**config.mk**
```make
export PLATFORM = sky130hd
export DESIGN_NAME = z80_io_master
export DESIGN_NICKNAME = d
export VERILOG_FILES = /design/src/rtl/z80_io_pkg.sv /design/src/rtl/io_wait_counter.sv /design/src/rtl/z80_io_master.sv
export SDC_FILE = /design/constraint.sdc
export NUM_CORES = 1
export LEC_CHECK = 0
export ABC_AREA = 1
export ABC_CLOCK_PERIOD_IN_PS = 1780
export CAP_MARGIN = 10
export CORE_UTILIZATION = 45
export DETAILED_ROUTE_END_ITERATION = 12
export PLACE_DENSITY = 0.75
export SETUP_SLACK_MARGIN = 0.1
export SLEW_MARGIN = 20
export SYNTH_ARGS = -nofsm -noshare
export SYNTH_HDL_FRONTEND = slang
export SYNTH_HIERARCHICAL = 1
export SYNTH_SLANG_ARGS = --single-unit
```
**constraint.sdc**
```tcl
create_clock -name clk -period 1.78 [get_ports clk]
set_input_delay 0.178 -clock clk [delete_from_list [all_inputs] [get_ports clk]]
set_output_delay 0.178 -clock clk [all_outputs]
set_load 0.1 [all_outputs]
```
**src/rtl/z80_io_pkg.sv**
```systemverilog
// ----------------------------------------------------------------------------
// z80_io_pkg
// Shared types and constants for the Z80 I/O port bus initiator.
//   io_state_t     : bus-cycle phase (IO_IDLE, IO_T1, IO_T2, IO_TW, IO_T3)
//   io_req_t       : single-word port request, also used by the core execute stage
//   IO_RD_ERR_DATA : read data returned when a cycle is aborted by timeout
//   IO_CNT_W       : width of the automatic wait-state counter
// ----------------------------------------------------------------------------
package z80_io_pkg;

    typedef enum logic [2:0] {
        IO_IDLE,
        IO_T1,
        IO_T2,
        IO_TW,
        IO_T3
    } io_state_t;

    typedef struct packed {
        logic        wr;     // 1 = OUT, 0 = IN
        logic [15:0] addr;
        logic [7:0]  wdata;
    } io_req_t;

    localparam logic [7:0] IO_RD_ERR_DATA = 8'hFF;
    localparam int         IO_CNT_W       = 8;

endpackage

```
**src/rtl/io_wait_counter.sv**
```systemverilog
// ----------------------------------------------------------------------------
// io_wait_counter
// Wait-state bookkeeping for z80_io_master.
//   Auto-wait counter: loaded with AUTO_WAIT-1 on the T2->TW transition and
//   decremented each TW cycle; o_auto_done flags the last automatic TW.
//   Extra-wait counter (only when IO_TIMEOUT_EN is defined): cleared on each
//   accepted request, counts WAIT_L-extended TW cycles; o_timeout is high once
//   TIMEOUT extra waits have elapsed. Without the macro o_timeout is 0.
// Ports:
//   clk, rst    : clock, synchronous active-high reset
//   i_load      : load auto counter (cycle is IO_T2)
//   i_dec       : decrement auto counter (cycle is IO_TW)
//   i_clr       : clear extra-wait counter (request accepted)
//   i_ext_inc   : one more extra wait is being entered
//   o_auto_done : automatic waits exhausted
//   o_timeout   : extra-wait budget exhausted
// ----------------------------------------------------------------------------
module io_wait_counter
    import z80_io_pkg::*;
#(
    parameter int AUTO_WAIT = 1,
    parameter int TIMEOUT   = 16
) (
    input  logic clk,
    input  logic rst,
    input  logic i_load,
    input  logic i_dec,
    input  logic i_clr,
    input  logic i_ext_inc,
    output logic o_auto_done,
    output logic o_timeout
);

    logic [IO_CNT_W-1:0] r_auto_cnt;

    // NOTE: sequential state uses non-blocking assignments so every register
    // samples the pre-edge values of its inputs.
    always_ff @(posedge clk) begin
        if (rst) begin
            r_auto_cnt <= '0;
        end else if (i_load) begin
            r_auto_cnt <= IO_CNT_W'(AUTO_WAIT - 1);
        end else if (i_dec && !o_auto_done) begin
            r_auto_cnt <= r_auto_cnt - IO_CNT_W'(1);
        end
    end

    assign o_auto_done = (r_auto_cnt == '0);

`ifdef IO_TIMEOUT_EN
    localparam int EXT_W = $clog2(TIMEOUT + 1);

    logic [EXT_W-1:0] r_ext_cnt;

    always_ff @(posedge clk) begin
        if (rst || i_clr) begin
            r_ext_cnt <= '0;
        end else if (i_ext_inc) begin
            r_ext_cnt <= r_ext_cnt + EXT_W'(1);
        end
    end

    assign o_timeout = (r_ext_cnt == EXT_W'(TIMEOUT));
`else
    // Timeout hardware absent: inputs and TIMEOUT intentionally unused.
    logic w_unused;
    assign w_unused  = i_clr ^ i_ext_inc ^ (TIMEOUT == 0);
    assign o_timeout = 1'b0;
`endif

endmodule

```
**src/rtl/z80_io_master.sv**
```systemverilog
// ----------------------------------------------------------------------------
// z80_io_master
// Initiator side of the Z80 I/O port bus. Turns one port read/write request at
// a time into an IORQ_L/RD_L/WR_L bus cycle T1, T2, TW..., T3 and returns the
// result as a one-cycle rsp_valid pulse. Every strobe and enable is a flop.
// Optional feature macro: IO_TIMEOUT_EN (abort after TIMEOUT extra waits,
// completing with rsp_err=1 and rsp_rdata=8'hFF).
// Ports:
//   clk, rst                   : clock, synchronous active-high reset
//   req_valid/req_ready        : request handshake (ready only in IO_IDLE)
//   req_wr/req_addr/req_wdata  : request contents (1 = OUT, 0 = IN)
//   rsp_valid/rsp_rdata/rsp_err: completion pulse, read data, timeout flag
//   IORQ_L/RD_L/WR_L           : active-low bus strobes
//   WAIT_L                     : responder wait request, active-low
//   addr_out/addr_oe           : address bus value and enable
//   data_out/data_oe           : write data value and enable (writes only)
//   data_in                    : read data from the bus
// ----------------------------------------------------------------------------
module z80_io_master
    import z80_io_pkg::*;
#(
    parameter int AUTO_WAIT = 1,
    parameter int TIMEOUT   = 16
) (
    input  logic        clk,
    input  logic        rst,
    input  logic        req_valid,
    output logic        req_ready,
    input  logic        req_wr,
    input  logic [15:0] req_addr,
    input  logic [7:0]  req_wdata,
    output logic        rsp_valid,
    output logic [7:0]  rsp_rdata,
    output logic        rsp_err,
    output logic        IORQ_L,
    output logic        RD_L,
    output logic        WR_L,
    input  logic        WAIT_L,
    output logic [15:0] addr_out,
    output logic        addr_oe,
    output logic [7:0]  data_out,
    output logic        data_oe,
    input  logic [7:0]  data_in
);

    io_state_t  r_state;
    io_req_t    r_req;
    logic       r_req_ready;
    logic       r_rsp_valid;
    logic [7:0] r_rsp_rdata;
    logic       r_rsp_err;
    logic       r_err_pend;
    logic       r_iorq_l;
    logic       r_rd_l;
    logic       r_wr_l;
    logic       r_addr_oe;
    logic       r_data_oe;

    io_req_t    w_req;
    logic       w_accept;
    logic       w_auto_done;
    logic       w_timeout;
    logic       w_extra_wait;

    assign w_req    = '{wr: req_wr, addr: req_addr, wdata: req_wdata};
    assign w_accept = (r_state == IO_IDLE) && req_valid;

    // Staying in TW past the automatic waits because the responder still
    // holds WAIT_L low and the timeout budget (if any) is not yet spent.
    assign w_extra_wait = (r_state == IO_TW) && w_auto_done && !WAIT_L && !w_timeout;

    io_wait_counter #(
        .AUTO_WAIT (AUTO_WAIT),
        .TIMEOUT   (TIMEOUT)
    ) u_wait_counter (
        .clk         (clk),
        .rst         (rst),
        .i_load      (r_state == IO_T2),
        .i_dec       (r_state == IO_TW),
        .i_clr       (w_accept),
        .i_ext_inc   (w_extra_wait),
        .o_auto_done (w_auto_done),
        .o_timeout   (w_timeout)
    );

    always_ff @(posedge clk) begin
        if (rst) begin
            r_state     <= IO_IDLE;
            r_req       <= '0;
            r_req_ready <= 1'b1;
            r_rsp_valid <= 1'b0;
            r_rsp_rdata <= 8'h00;
            r_rsp_err   <= 1'b0;
            r_err_pend  <= 1'b0;
            r_iorq_l    <= 1'b1;
            r_rd_l      <= 1'b1;
            r_wr_l      <= 1'b1;
            r_addr_oe   <= 1'b0;
            r_data_oe   <= 1'b0;
        end else begin
            r_rsp_valid <= 1'b0;
            case (r_state)
                IO_IDLE: begin
                    if (w_accept) begin
                        r_state     <= IO_T1;
                        r_req       <= w_req;
                        r_req_ready <= 1'b0;
                        r_err_pend  <= 1'b0;
                        r_addr_oe   <= 1'b1;
                        r_data_oe   <= req_wr;
                    end
                end
                IO_T1: begin
                    r_state  <= IO_T2;
                    r_iorq_l <= 1'b0;
                    r_rd_l   <= r_req.wr;
                    r_wr_l   <= ~r_req.wr;
                end
                IO_T2: begin
                    r_state <= IO_TW;
                end
                IO_TW: begin
                    // WAIT_L only matters once the automatic waits are spent.
                    if (w_auto_done) begin
                        if (WAIT_L) begin
                            r_state <= IO_T3;
                        end else if (w_timeout) begin
                            r_state    <= IO_T3;
                            r_err_pend <= 1'b1;
                        end
                    end
                end
                IO_T3: begin
                    r_state     <= IO_IDLE;
                    r_req_ready <= 1'b1;
                    r_rsp_valid <= 1'b1;
                    r_rsp_err   <= r_err_pend;
                    r_rsp_rdata <= r_err_pend ? IO_RD_ERR_DATA :
                                   (r_req.wr ? 8'h00 : data_in);
                    r_iorq_l    <= 1'b1;
                    r_rd_l      <= 1'b1;
                    r_wr_l      <= 1'b1;
                    r_addr_oe   <= 1'b0;
                    r_data_oe   <= 1'b0;
                end
                default: begin
                    r_state <= IO_IDLE;
                end
            endcase
        end
    end

    assign req_ready = r_req_ready;
    assign rsp_valid = r_rsp_valid;
    assign rsp_rdata = r_rsp_rdata;
    assign rsp_err   = r_rsp_err;
    assign IORQ_L    = r_iorq_l;
    assign RD_L      = r_rd_l;
    assign WR_L      = r_wr_l;
    assign addr_out  = r_req.addr;
    assign addr_oe   = r_addr_oe;
    assign data_out  = r_req.wdata;
    assign data_oe   = r_data_oe;

endmodule

```
==> out/metrics.sh, run 1 <==
START_KIND='register'
DRT_PASS1_ITERATIONS=4
DIE_H_UM=73.6
CRITICAL_PATH_CLASS='register to register'
IOPINCOUNT=77
DRV_SLEW=0
STATUS='complete, no violations'
CTS.SINKS=53
CLOCK-ROOT-BUFFER='clkbuf_8'
CRITPATHCAPTURETYPE='register'
VIAS=2016
DIE_W_UM=73.6
CORE.ROWCOUNT=25
AVGROUTEDWIREPERCELL_UM=11.1
WORST-R2R-CELL-COUNT=9
FINAL-HOLD-VIOLATION-COUNT=0
LAYOUT_WORST_PATH_CYCLE_SHARE_PCT=82.8
DRTITER0DRC=101
R2R-START='u_wait_counter/r_auto_cnt[0]'
RRSETUPSLACK_PS=310
PERIOD_NEEDED_PS=1470
DETAIL_ROUTE.VIAS_PER_CELL=4.69
SYN_AREA_UM2=2310
NUM_ANTENNA_CELLS=0
MIN_PATH_TYPE='input port to register'
CORE_REGION_AREA_UM2=4820
ROUTE.ANTENNA.REMAINING_NETS=0
NUM-FILL-CELLS=453
YS_WARN_COUNT=6
WHS_ENDPOINT='addr_out[13]'
FINALHOLDWORSTSLACK_PS=419
DRV_CAP=0
TRACK_USAGE_PCT=18.0
DRCVIOLATIONCOUNT=0
DIE-AREA_UM2=5420
GRT_MAX_DEGREE=26
POST_ROUTE_CELLS_DRIVE_ABOVE_1_SHARE_PCT=18.5
POSTSYNTHNETCOUNT=347
WORSTREG2REGEND='r_state[1]'
CTS_TREE='done'
AREA.GROWTH.SYNTH_TO_FINAL_PCT=28.9
POST_SYN_AREA_PER_CELL_UM2=7.49
CELLLEAKAGEPOWER_nW=1.31
INITIAL_UTILIZATION_PCT=47.9
GP_CONGESTION=0.789
WORST-PATH-MAX-FANOUT=6
ACHIEVABLE-FREQUENCY_MHz=679
ANTENNA_FOUND_INITIAL=0
MIN_FROM='req_addr[13]'
GRT_FIRST_PASS_WIRELENGTH_UM=7690
ARRIVAL_TIME_AT_THE_WORST_ENDPOINT_PS=1640
CTS.REPAIR_TIMING.SETUP_BUFFER_COUNT=0
CLOCK-SKEW-FINAL_PS=12.1
NUMBER_OF_CLOCK_BUFFERS_INSERTED_BY_TRITONCTS=5
POST_CTS_RESIZED=0
CLK_PIN_SLEW_WORST_PATHS_PS=100
DP_HPWL_UM=3430
VDD.IR_DROP.WORST_uV=764
CTS.PATH.MAX_BUFFERS=2
VIA_COUNT_OF_THE_FIRST_GLOBAL_ROUTING_PASS=1774
RSZ0062_AT_GRT='false'
OVERFLOW=0
SYNTHCELLS=308
HOLD_DEPTH=3
FINALSETUPVIOLATIONS=0
HTREE_LEVELS=2
CRITPATHREQUIREDTIME_PS=1950
DRT-TOTAL-WL_UM=4780
CTS-HOLD-FIX-BUFFERS=0
FINAL_LAYOUT_SETUP_TOTAL_NEGATIVE_SLACK_PS=0
NNETSFINAL=401
CLOCK_INSERTION_DELAY_AT_THE_LATER_PIN_OF_THE_SKEW_REPORT_PS=300
POWER.DENSITY_CELL_AREA_nW_PER_UM2=1070
IO_BUFFER_COUNT=76
-- metrics by stage --
step | util (%) | setup WS (ps) | instance area [um2] | total power, mW | cells
2_1_floorplan | - | 428 | 2310 | 2.21 | 308
3_3_place_gp | 59.3 | 339 | 2860 | 2.39 | 422
3_5_place_dp | 59.3 | 321 | 2860 | 2.39 | 422
4_1_cts | 61.6 | 289 | 2970 | 3.21 | 430
5_1_grt | 61.7 | 108 | 2970 | 3.32 | 430
6_report | 61.7 | 307 | 2970 | 3.18 | 430
-- worst max-delay path by stage --
stage                       endpoint  slack (ps)  cells after the start                    startpoint
final                     r_state[1]         310                      9  u_wait_counter/r_auto_cnt[0]
after global routing      r_err_pend         110                     10  u_wait_counter/r_auto_cnt[0]
after CTS                 r_state[1]         290                      9  u_wait_counter/r_auto_cnt[0]
after detailed placement     data_oe         320                      5                     req_valid
after global placement       data_oe         340                      5                     req_valid
after floorplan           r_err_pend         430                     10  u_wait_counter/r_auto_cnt[0]
-- worst max-delay path, cell delays in order, from the launching register on --
cell and delay, ps:
dfxtp_1 320, inv_1 140, ha_1 190, nand3_2 130, nor2_4 170, inv_1 70, nand2_1 60, nand3_1 110
nand2_1 90, a21oi_1 60
-- state kept, by name, indices dropped and copies added, names as in the netlist --
name,cells
addr_oe,1
RD_L,1
r_err_pend,1
data_out,8
r_req,1
r_state,3
rsp_rdata,8
rsp_err,1
req_ready,1
IORQ_L,1
rsp_valid,1
u_wait_counter/r_auto_cnt,8
WR_L,1
addr_out,16
data_oe,1
-- cells in the final DEF (no fill, tap or decap), types with 3 or more instances in the layout --
cell type,count
a21oi_1,35
buf_4,46
clkbuf_8,5
clkdlybuf4s50_1,36
dfxtp_1,53
inv_1,18
nand2_1,106
nand3_1,14
nor2_1,16
nor2_2,3
nor2_4,3
o21ai_0,6
-- metal layers --
layer | share of wire [%] | vias to the layer above | track usage, %
li1 | - | 1056 | -
met1 | 47 | 904 | 23.2
met2 | 46 | 52 | 30.0
met3 | 5.7 | 4 | 4.39
met4 | 0.96 | 0 | 5.34
met5 | 0 | - | 0
-- report_power, final --
part	switching, mW	internal, mW	total [mW]
registers	0.0567	1.28	1.33
logic	0.775	0.258	1.03
clock network	0.392	0.423	0.814
total	1.22	1.96	3.18
-- layout make-up --
| cell class | instances | area [um2] | share of cell area [%] |
|---|---|---|---|
| Clock buffer | 6 | 72.6 | 2.44 |
| Timing Repair Buffer | 82 | 706 | 23.7 |
| Inverter | 19 | 71.3 | 2.40 |
| Tap cell | 67 | 83.8 | 2.82 |
| Clock inverter | 2 | 38.8 | 1.30 |
| Sequential cell | 53 | 1060 | 35.7 |
| Multi-Input combinational cell | 201 | 941 | 31.6 |
No activity file was read; power rests on OpenSTA's default activity.
==> run 2, diff against run 1 <==
--- a/config.mk
+++ b/config.mk
@@ -6,7 +6,7 @@
 export NUM_CORES = 1
 export LEC_CHECK = 0
 export ABC_AREA = 1
-export ABC_CLOCK_PERIOD_IN_PS = 1780
+export ABC_CLOCK_PERIOD_IN_PS = 1400
 export CAP_MARGIN = 10
 export CORE_UTILIZATION = 45
 export DETAILED_ROUTE_END_ITERATION = 12
==> constraint.sdc (replaced) <==
create_clock -name clk -period 1.4 [get_ports clk]
set_input_delay 0.14 -clock clk [delete_from_list [all_inputs] [get_ports clk]]
set_output_delay 0.14 -clock clk [all_outputs]
set_load 0.1 [all_outputs]
==> out/metrics.sh, run 2 (synthesis results as in run 1) <==
STATUS='complete, no violations'
GRT_MAX_DEGREE=26  # unchanged
NNETSFINAL=409  # +2.0%
DIE_H_UM=73.6  # unchanged
CP_CELL_SEQUENCE='inv_2 -> ha_4 -> nand3_4 -> nor2_4 -> buf_6 -> nor2_4 -> o21ai_1 -> a21oi_1'
PLACE_WORST_SETUP_SLACK_PS=2.76  # -318 ps
R2R-START='u_wait_counter/r_auto_cnt[1]'
CTS.SINKS=53  # unchanged
FINALSETUPVIOLATIONS=0  # unchanged
MIN_PATH_TYPE='input port to register'
AREA.GROWTH.SYNTH_TO_FINAL_PCT=57.0
TOTAL_CHIP_POWER_mW=4.26  # +34%
DETAIL_ROUTE.VIAS_PER_CELL=4.80  # +2.3%
GP_CONGESTION=0.784  # -0.52%
MOSTFREQUENTLAYOUTCELL='nand2_1'
ACHIEVABLE-FREQUENCY_MHz=770  # +13%
IO_BUFFER_COUNT=76  # unchanged
CRITPATHREQUIREDTIME_PS=1640  # -310 ps
ARRIVAL_TIME_AT_THE_WORST_ENDPOINT_PS=1540  # -100 ps
CLOCK_INSERTION_DELAY_AT_THE_LATER_PIN_OF_THE_SKEW_REPORT_PS=310  # about the same
NUM_ANTENNA_CELLS=0  # unchanged
CRITICAL_PATH_CLASS='register to register'
CORE.ROWCOUNT=25  # unchanged
ROUTE.ANTENNA.REMAINING_NETS=0  # unchanged
DIE_W_UM=73.6  # unchanged
AVGROUTEDWIREPERCELL_UM=12.2  # +9.8%
MIN_FROM='req_addr[1]'
CRITICAL_PATH.SLOWEST_CELL='dfxtp_2'
DP_HPWL_UM=3830  # +12%
STARTPOINT='u_wait_counter/r_auto_cnt[1]'
LARGEST_REGISTER_FF_COUNT=16  # unchanged
DRT_PASS1_ITERATIONS=4  # unchanged
RSZ0062_AT_GRT='true'
CPLARGESTDELAYFAMILY='flip-flops'
OVERFLOW=0  # unchanged
CTS.PATH.MAX_BUFFERS=2  # unchanged
TIMING.CRITICAL_PATH.BUF_INV=2  # unchanged
WORST-PATH-MAX-FANOUT=8  # +2
CRITPATHCAPTURETYPE='register'
PERIOD_NEEDED_PS=1300  # -175 ps
CLOCK-SKEW-FINAL_PS=10.3  # -1.78 ps
START_KIND='register'
NUMBER_OF_CLOCK_BUFFERS_INSERTED_BY_TRITONCTS=5  # unchanged
CORE_REGION_AREA_UM2=4820  # unchanged
POWER.DENSITY_CELL_AREA_nW_PER_UM2=1180  # +10%
CPMOSTUSEDCELL='nor2_4'
POST_ROUTE_CELLS_DRIVE_ABOVE_1_SHARE_PCT=26.1  # +7.7 points
VDD.IR_DROP.WORST_uV=832  # +8.8%
DIE-AREA_UM2=5420  # unchanged
DRV_SLEW=0  # unchanged
CTS-HOLD-FIX-BUFFERS=0  # unchanged
CTS_TREE='done'
CLOCK-ROOT-BUFFER='clkbuf_8'
HTREE_LEVELS=2  # unchanged
INITIAL_UTILIZATION_PCT=47.9  # unchanged
VIA_COUNT_OF_THE_FIRST_GLOBAL_ROUTING_PASS=1953  # +10%
FINAL-HOLD-VIOLATION-COUNT=0  # unchanged
DRCVIOLATIONCOUNT=0  # unchanged
VIAS=2101  # +4.2%
DRT-TOTAL-WL_UM=5350  # +12%
TIMING.CRITICAL_PATH.SLOWEST_CELL_DELAY_PS=350  # +30 ps
LAYOUT_WORST_PATH_CYCLE_SHARE_PCT=92.7  # +10 points
CELLLEAKAGEPOWER_nW=1.50  # +15%
ANTENNA_FOUND_INITIAL=0  # unchanged
WORST_SLACK_PS=102  # -205 ps
MOST-COMMON-LAYOUT-CELLS='104 x nand2_1, 43 x dfxtp_1, 41 x buf_12'
NUM-FILL-CELLS=347  # -23%
DRV_CAP=0  # unchanged
CLK_PIN_SLEW_WORST_PATHS_PS=100  # about the same
GRT_FIRST_PASS_WIRELENGTH_UM=8380  # +8.9%
TRACK_USAGE_PCT=20.1  # +2.1 points
FINAL_LAYOUT_SETUP_TOTAL_NEGATIVE_SLACK_PS=0  # unchanged
DRTITER0DRC=74  # -27%
IOPINCOUNT=77  # unchanged
[run 2: changes by cell type in the layout (fill, tap and decap cells not counted), sizes merged]
cell    previous run  this run
buf               46        54
bufinv             1         0
clkinv             1         2
[run 2: power by group]
group | switching, mW | internal [mW]
Combinational | 1.01 | 0.599
Sequential | 0.126 | 1.62
Clock | 0.508 | 0.402
Total | 1.64 | 2.63
[run 2: final cells by class]
type / instances / area, um2 / area share (%)
Inverter: 19 / 71.3 / 1.97
Sequential cell: 53 / 1080 / 29.8
Clock buffer: 6 / 82.6 / 2.28
Tap cell: 67 / 83.8 / 2.31
Timing Repair Buffer: 90 / 1280 / 35.4
Clock inverter: 2 / 13.8 / 0.380
Multi-Input combinational cell: 201 / 1010 / 27.9
[run 2: per-stage QoR]
step / instance area, um2 / utilization [%] / hold WS, ps / cells
floorplan: 2310 / - / 253 / 308
CTS: 3550 / 73.8 / 372 / 437
global placement: 3410 / 70.9 / 462 / 427
global route: 3620 / 75.2 / 380 / 438
detailed placement: 3410 / 70.9 / 468 / 427
finish: 3620 / 75.2 / 379 / 438
[run 2: layer usage]
metal / up-vias / global-route usage [%] / wire, um
met5: - / 0 / 0
met4: 0 / 7.69 / 110
met3: 11 / 4.12 / 277
met2: 65 / 36.0 / 2690
met1: 959 / 23.4 / 2270
li1: 1066 / - / -
[run 2: worst paths after layout]
check / endpoint / slack, ps / cells past startpoint
worst min-delay path: addr_out[1] / 380 / 3
worst max register to register: u_wait_counter/r_auto_cnt[2] / 100 / 8
worst min register to register: r_err_pend / 480 / 2
worst max-delay path: u_wait_counter/r_auto_cnt[2] / 100 / 8
[run 2: worst reg2reg max path: stages, from the launching register on]
cell and delay, ps:
dfxtp_2 350, inv_2 50, ha_4 160, nand3_4 80, nor2_4 60, buf_6 110
nor2_4 190, o21ai_1 100, a21oi_1 130
[run 2: timing repair]
action / 4_1_cts / 5_1_grt
setup buffers: 2 / 1
resized for setup: 10 / 22
endpoints found under the setup margin: 10 / 30
cloned: 0 / 0
pin swaps: 5 / 10
==> run 3, diff against run 2 <==
--- a/config.mk
+++ b/config.mk
@@ -7,7 +7,7 @@
 export LEC_CHECK = 0
 export ABC_AREA = 1
 export ABC_CLOCK_PERIOD_IN_PS = 1400
-export CAP_MARGIN = 10
+export CAP_MARGIN = 20
 export CORE_UTILIZATION = 45
 export DETAILED_ROUTE_END_ITERATION = 12
 export PLACE_DENSITY = 0.75
==> results of run 3 <==
No change in the layout: final DEF, timing and power equal those of run 2.
